`src/rtl/arb4_pkg.sv`:
```
// Shared constants, state encoding and round-robin search for the 4-way arbiter.
package arb4_pkg;

    localparam int unsigned NREQ = 4;
    localparam int unsigned ID_W = 2;

    typedef logic [0:0] state_t;

    localparam state_t IDLE  = 1'b0;
    localparam state_t GRANT = 1'b1;

    // First set request bit searching upward from ptr, wrapping modulo NREQ.
    function automatic logic [ID_W-1:0] rr_pick(input logic [NREQ-1:0] req,
                                                 input logic [ID_W-1:0] ptr);
        logic [ID_W-1:0] idx;
        logic [ID_W-1:0] pick;
        logic            found;
        pick  = ptr;
        found = 1'b0;
        for (int unsigned i = 0; i < NREQ; i++) begin
            idx = ptr + ID_W'(i);
            if (!found && req[idx]) begin
                pick  = idx;
                found = 1'b1;
            end
        end
        return pick;
    endfunction

endpackage

```
`src/rtl/gnt_dec2_4.sv`:
```
// Enabled 2-to-4 one-hot decoder driving the grant lines.
module gnt_dec2_4 (
    input  logic E,
    input  logic S1,
    input  logic S0,
    output logic O0,
    output logic O1,
    output logic O2,
    output logic O3
);

    // One output high only when enabled.
    assign O0 = E & ~S1 & ~S0;
    assign O1 = E & ~S1 &  S0;
    assign O2 = E &  S1 & ~S0;
    assign O3 = E &  S1 &  S0;

endmodule

```
`src/rtl/arb4_rr_ctrl.sv`:
```
// 4-requester round-robin arbiter with a two-state IDLE/GRANT controller.
// Optional hold-time limit and TIMEOUT pulse: define ARB4_TIMEOUT_EN.
module arb4_rr_ctrl
    import arb4_pkg::*;
#(
    parameter int unsigned MAX_HOLD = 15,
    parameter int unsigned CNT_W    = 8
) (
    input  logic            CLK,
    input  logic            RST,
    input  logic            E,
    input  logic [NREQ-1:0] REQ,
    input  logic            DONE,
    output logic [NREQ-1:0] GNT,
    output logic [ID_W-1:0] GNT_ID,
    output logic            BUSY,
    output logic            TIMEOUT
);

    // Reject hold limits the counter cannot represent.
    if (MAX_HOLD < 1 || MAX_HOLD > 255 || (64'(1) << CNT_W) <= 64'(MAX_HOLD)) begin : g_bad_cfg
        $error("arb4_rr_ctrl: MAX_HOLD must be 1..255 and below 2**CNT_W");
    end

    state_t          state_q, state_d;
    logic [ID_W-1:0] ptr_q, ptr_d;
    logic [ID_W-1:0] gnt_id_q, gnt_id_d;
    logic [ID_W-1:0] pick_c;
    logic            hold_ok_c;
    logic            grant_en_c;

`ifdef ARB4_TIMEOUT_EN
    logic [CNT_W-1:0] cnt_q, cnt_d;
    logic             timeout_q, timeout_d;
    logic             expire_c;

    // Hold limit reached on this edge: count including the current cycle hits MAX_HOLD.
    assign expire_c = (state_q == GRANT) && (cnt_q == CNT_W'(MAX_HOLD - 1));
`endif

    // Candidate grantee from the rotating priority pointer.
    assign pick_c    = rr_pick(REQ, ptr_q);
    assign hold_ok_c = E & REQ[gnt_id_q];

    // Next-state and datapath updates.
    always_comb begin
        state_d  = state_q;
        ptr_d    = ptr_q;
        gnt_id_d = gnt_id_q;
`ifdef ARB4_TIMEOUT_EN
        cnt_d     = cnt_q;
        timeout_d = 1'b0;
`endif
        case (state_q)
            IDLE: begin
                if (E && (|REQ)) begin
                    state_d  = GRANT;
                    gnt_id_d = pick_c;
                    ptr_d    = pick_c + ID_W'(1);
`ifdef ARB4_TIMEOUT_EN
                    cnt_d    = '0;
`endif
                end
            end
            GRANT: begin
`ifdef ARB4_TIMEOUT_EN
                cnt_d = (cnt_q == '1) ? cnt_q : cnt_q + CNT_W'(1);
                // DONE wins over a coincident timeout; only a forced release pulses.
                timeout_d = expire_c && !DONE && hold_ok_c;
                if (DONE || !hold_ok_c || expire_c) begin
                    state_d = IDLE;
                end
`else
                if (DONE || !hold_ok_c) begin
                    state_d = IDLE;
                end
`endif
            end
            default: state_d = IDLE;
        endcase
    end

    // State and datapath registers.
    always_ff @(posedge CLK or posedge RST) begin
        if (RST) begin
            state_q  <= IDLE;
            ptr_q    <= '0;
            gnt_id_q <= '0;
`ifdef ARB4_TIMEOUT_EN
            cnt_q     <= '0;
            timeout_q <= 1'b0;
`endif
        end else begin
            state_q  <= state_d;
            ptr_q    <= ptr_d;
            gnt_id_q <= gnt_id_d;
`ifdef ARB4_TIMEOUT_EN
            cnt_q     <= cnt_d;
            timeout_q <= timeout_d;
`endif
        end
    end

    // Grant drops combinationally with E or an asynchronous reset.
    assign grant_en_c = (state_q == GRANT) & E;

    gnt_dec2_4 u_gnt_dec (
        .E  (grant_en_c),
        .S1 (gnt_id_q[1]),
        .S0 (gnt_id_q[0]),
        .O0 (GNT[0]),
        .O1 (GNT[1]),
        .O2 (GNT[2]),
        .O3 (GNT[3])
    );

    assign GNT_ID = gnt_id_q;
    assign BUSY   = (state_q == GRANT);

`ifdef ARB4_TIMEOUT_EN
    assign TIMEOUT = timeout_q;
`else
    assign TIMEOUT = 1'b0;
`endif

endmodule

```
`config.mk`:
```
export PLATFORM = sky130hd
export DESIGN_NAME = arb4_rr_ctrl
export DESIGN_NICKNAME = d
export VERILOG_FILES = /design/src/rtl/arb4_pkg.sv /design/src/rtl/gnt_dec2_4.sv /design/src/rtl/arb4_rr_ctrl.sv
export SDC_FILE = /design/constraint.sdc
export NUM_CORES = 1
export LEC_CHECK = 0
export ABC_CLOCK_PERIOD_IN_PS = 1200
export CORE_MARGIN = 4
export CORE_UTILIZATION = 28
export CTS_CLUSTER_DIAMETER = 50
export CTS_CLUSTER_SIZE = 12
export DETAILED_ROUTE_END_ITERATION = 16
export GPL_ROUTABILITY_DRIVEN = 1
export GPL_TIMING_DRIVEN = 0
export PLACE_DENSITY_LB_ADDON = 0.05
export SETUP_SLACK_MARGIN = 0.3
export SYNTH_ARGS = -nofsm -noshare
export SYNTH_HDL_FRONTEND = slang
export SYNTH_SLANG_ARGS = --single-unit
```
`constraint.sdc`:
```
create_clock -name CLK -period 1.2 [get_ports CLK]
set_input_delay 0.18 -clock CLK [delete_from_list [all_inputs] [get_ports CLK]]
set_output_delay 0.18 -clock CLK [all_outputs]
set_load 0.05 [all_outputs]
```
## Word level (Yosys, flattened, before mapping)

Index checks and enable logic that the tools add are counted.
W data, S select, Z words.

| storage, ports and cells | value |
|---|---|
| register bits after elaboration | 5 |
| input port bits | 8 |
| output and inout port bits | 8 |
| logic and storage cells | 53 |

| operators by class | value |
|---|---|
| add/subtract/negate cells | 4 |
| magnitude comparators | 5 |
| multiplexer cells | 19 |
| bitwise logic cells | 11 |
| reductions and logical operators | 11 |

Operator list:

| operator | count |
|---|---|
| $lt A2 B3 Y1 const B | 5 |
| $bmux W1 S2 | 5 |
| $mux W1 | 10 |
| $and A1 B1 Y1 | 8 |
| $mux W2 | 3 |
| $add A2 B1 Y2 const B | 2 |
| $add A2 B2 Y2 const B | 2 |
| $logic_and A1 B1 Y1 | 4 |
| $logic_not A1 Y1 | 4 |
| $reduce_or A4 Y1 | 1 |
| $not A1 Y1 | 3 |
| $pmux W1 S2 | 1 |
| $reduce_and A2 Y1 | 1 |
| $logic_or A1 B1 Y1 | 1 |

## Logic depth before layout (Yosys ltp)

| depth | value |
|---|---|
| depth after elaboration | 13 |
| mapped depth | 5 |
| depth with buffers taken out | 5 |

## Modules after synthesis

Synthesis repeated with hierarchy kept, for this count alone.

| second synthesis, totals | value |
|---|---|
| cell total of the unflattened synthesis | 43 |
| area total of the unflattened synthesis | 392.9 um^2 |

Modules (own cells, without submodules):

| module | times used | cells an instance | area an instance (um^2) |
|---|---|---|---|
| arb4_rr_ctrl | 1 | 39 | 355.3 |
| gnt_dec2_4 | 1 | 4 | 37.5 |

## Worst setup path before layout

No wires, ideal clock.

| timing path | value |
|---|---|
| kind | register to output |
| start point | register state_q, in the netlist BUSY |
| end point | output GNT[0] |
| arrival | 1140 ps |
| data required time | 1020 ps |
| slack | -120 ps |
| stages on the path, launching flop included | 4 |
| buffers on the path | 1 |
| cells stage by stage | dfrtp_1 > nand2_1 > nor3_1 > buf_4 |

| on the way | value |
|---|---|
| longest elaborated chain between the ends | 3 |

RTL lines:

| what | line | RTL |
|---|---|---|
| start: declaration | arb4_rr_ctrl.sv:25 | `state_t state_q, state_d;` |
| start signal: assignment | arb4_rr_ctrl.sv:94 | `state_q <= state_d;` |
| $and A1 B1 Y1 | arb4_rr_ctrl.sv:105 | `assign grant_en_c = (state_q == GRANT) & E;` |
| $and A1 B1 Y1 (2 in series) | gnt_dec2_4.sv:13 | `assign O0 = E & ~S1 & ~S0;` |
| end: declaration | arb4_rr_ctrl.sv:14 | `output logic [NREQ-1:0] GNT,` |

Every way passes these cells.

## Worst setup path in the final report

| timing path | value |
|---|---|
| start point | register state_q, in the netlist BUSY |
| end point | output GNT[1] |

| on the way | value |
|---|---|
| longest elaborated chain between the ends | 3 |

RTL lines:

| what | line | RTL |
|---|---|---|
| $and A1 B1 Y1 | arb4_rr_ctrl.sv:105 |  |
| $and A1 B1 Y1 (2 in series) | gnt_dec2_4.sv:14 | `assign O1 = E & ~S1 & S0;` |

Every way passes these cells.

==> impl_metrics.py <==
metrics = {
    "power": {
        "switchingPower_mw": 0.6028,
        "ir_worst_vdd_mv": 0.9354,
        "p_sw_share_pct": 41.67,
        "power_mw": 1.447,
        "comb_power_share_pct": 64.0,
        "p_clk_share_pct": 13.1,
        "p_int_mw": 0.8439,
        "p_per_area_nw_per_um2": 1850,
        "power_frac_seq_pct": 23.0,
        "p_leak_nw": 0.3565,
    },
    "route": {
        "first_pass_iters": 2,
        "drc": 0,
        "vias": 421,
        "drt_iter0_drc": 2,
        "postRouteAntennaNets": 0,
        "routedWlPerCell_microns": 11.97,
        "wirelength_mm": 1.101,
        "via_per_inst": 4.576,
    },
    "cts": {
        "htreeDepth": 1,
        "cts_buffer_depth": 2,
        "insertion_delay_ps": 240,
        "cts.sinks": 5,
        "cts_tree": "built",
        "postCtsHoldBufs": 0,
        "numCtsBuffers": 3,
        "clkTransAtPathRegs_ps": 40,
        "root_buffer": "clkbuf_4",
    },
    "grt": {
        "grt_max_degree": 9,
        "grt_pass1_vias": 376,
        "antenna_found_initial": 0,
        "grt_pass1_wl_mm": 1.538,
        "track_usage_pct": 10.14,
        "gr-total-overflow": 0,
    },
    "synth": {
        "ys_seq_area_share_pct": 29.85,
        "synth.top_cell.area_share_pct": 29.85,
        "yosysMostFrequentCell": "buf_4",
        "yosysTopAreaCell": "dfrtp_1",
        "avgSynthCellArea_sq_um": 8.383,
        "yosys_warnings": 0,
        "synthTopCellsByArea": "dfrtp_1 (30%), buf_4 (13%), mux4_1 (6.3%), nand2_1 (5.4%), a21oi_1 (4.8%)",
        "syn_inst": 50,
        "synth_ff_type": "dfrtp_1",
        "synthArstFlopShare_pct": 100.0,
        "synth_edf_count": 0,
        "synthDistinctLibCells": 21,
        "ys_seq_elements": 5,
        "yosys-top-cells-count": "buf_4 (7), nand2_1 (6), dfrtp_1 (5)",
        "netlist_area_sq_um": 419.2,
        "synth_nets": 58,
    },
    "hold_path": {
        "hold_path_class": "in2async",
    },
    "timing": {
        "setup_violations": 8,
        "setup_ws_ps": -140.2,
        "slew_violations": 0,
        "finalSetupTns_ps": -818.4,
        "finClkSkew_ps": 2.389,
        "timing.fmax_mhz": 746.2,
        "fin_crit_sh_pct": 111.7,
        "rsz0062_at_grt": "yes",
        "hold_viol_final": 0,
        "whs_ps": 136.3,
        "period_needed_ps": 1340,
    },
    "worst_setup_path": {
        "crit_fanout": 3,
        "regToRegEndpoint": "BUSY$_DFF_PP0_",
        "r2r_slack_ps": -110,
        "r2r_cells": 4,
        "critPathKind": "reg2out",
        "cp_slowest_cell": "dfrtp_2",
        "start_kind": "flip-flop",
        "worstPathRequired_ps": 1020,
        "path_cells": "buf_4 > nand3_2 > nor2_2 > buf_6 > buf_8",
        "r2r-start": "GNT_ID[0]$_DFFE_PP0P_",
        "critPathMaxStageDelay_ps": 410,
        "worstPathArrival_ps": 1160,
        "endpoint_kind": "output pin",
    },
    "final_layout": {
        "finalNetCount": 86,
        "final_cells": 92,
        "fillers": 121,
        "drive_gt1_share_pct": 67.53,
        "area_growth_pct": 86.57,
        "diodes": 0,
        "fin_area_sq_um": 782.0,
    },
    "floorplan": {
        "initial_core_util_pct": 31.05,
        "fp.dieH_microns": 46.69,
        "die_x_microns": 46.69,
        "dieArea_sq_um": 2180,
        "fp.coreArea_sq_um": 1350,
        "ioPinCount": 16,
        "row_count": 13,
    },
    "placement": {
        "place_congestion": 0.6599,
        "dp.cells": 79,
        "placed_area_sq_um": 605.6,
        "portBuffers": 14,
        "dp_hpwl_microns": 679.4,
    },
    "outcome": {
        "status": "complete, but fails checks",
        "violations": "negative setup slack",
    },
    "job": {
        "drv_cap": 0,
    },
}
[layer usage]
layer / track usage, % / part of all wire (%)
met1: 12.68 / 40
met2: 14.84 / 50
met3: 1.953 / 8.5
met4: 8.287 / 0.82
met5: 0 / 0
[cells in the final DEF, fill, tap and decap left out, drive strengths merged]
master,instances
clkbuf,4
a21oi,4
mux4,1
inv,4
or3,1
o21ai,4
o221ai,1
nand3b,1
a21o,1
nand3,1
clkdlybuf4s50,2
buf,25
nand2,6
nor3,3
clkdlybuf4s15,2
o311a,1
nor2,5
conb,1
nor2b,2
or4,1
dlygate4sd2,1
xnor2,1
dfrtp,5
[area by class of cell]
type                    count  area, sq um  area share, %
well taps                  15        18.77          2.400
multi-input cells          34        287.8          36.80
flip-flops and latches      5        128.9          16.48
plain buffers               7        67.56          8.640
clock buffers               4        26.28          3.360
inverters                   4        15.01          1.920
repair buffers             23        237.7          30.40
[registers in the layout (all words and copies together) (netlist names)]
| name | flops |
|---|---|
| ptr_q | 2 |
| BUSY | 1 |
| GNT_ID | 2 |
[critical path: cells and delay by family (launching register included)]
kind | cells | cell delay [ps]
DFF | 1 | 410
buffers and inverters | 3 | 400
and+or+nand+nor | 2 | 120
[what timing repair did]
item | 4_1_cts | 5_1_grt
gates resized for setup | 78 | 10
setup buffers | 6 | 3
pin swaps | 5 | 2
endpoints found under the setup margin | 12 | 12
[power by group through the flow]
| stage | sequential (mW) | clock (mW) | combinational [mW] |
|---|---|---|---|
| 2_1_floorplan | 0.325 | 0 | 0.435 |
| 3_3_place_gp | 0.332 | 0 | 0.596 |
| 3_5_place_dp | 0.332 | 0 | 0.595 |
| 4_1_cts | 0.325 | 0.199 | 0.809 |
| 5_1_grt | 0.341 | 0.208 | 0.993 |
| 6_report | 0.332 | 0.189 | 0.925 |
[how the worst max path moves through the flow]
stage                    startpoint              endpoint  slack [ps]  depth (start not counted)
2_1_floorplan  ptr_q[1]$_DFFE_PP0P_  ptr_q[1]$_DFFE_PP0P_          30                          5
3_3_place_gp                      E                GNT[0]        -900                          5
3_5_place_dp                      E                GNT[0]        -920                          5
4_1_cts              BUSY$_DFF_PP0_                GNT[2]        -130                          4
5_1_grt              BUSY$_DFF_PP0_                GNT[0]        -190                          4
6_report             BUSY$_DFF_PP0_                GNT[1]        -140                          5
[stage by stage]
stage / setup WS (ps) / util (%)
floorplan: 29.04 / -
global placement: -898.3 / 44.86
detailed placement: -916.7 / 44.86
CTS: -130.7 / 53.20
global route: -187.9 / 57.92
finish: -140.2 / 57.92
[cell families after synthesis]
kind of cell	count (synthesis)	synth area share [%]
simple gates	20	27.16
compound gates	11	17.61
buf+inv	11	16.12
flops	5	29.85
xor+xnor	1	2.090
mux	1	6.270
other cells	1	0.8947
(Power assumes the default switching activity.)
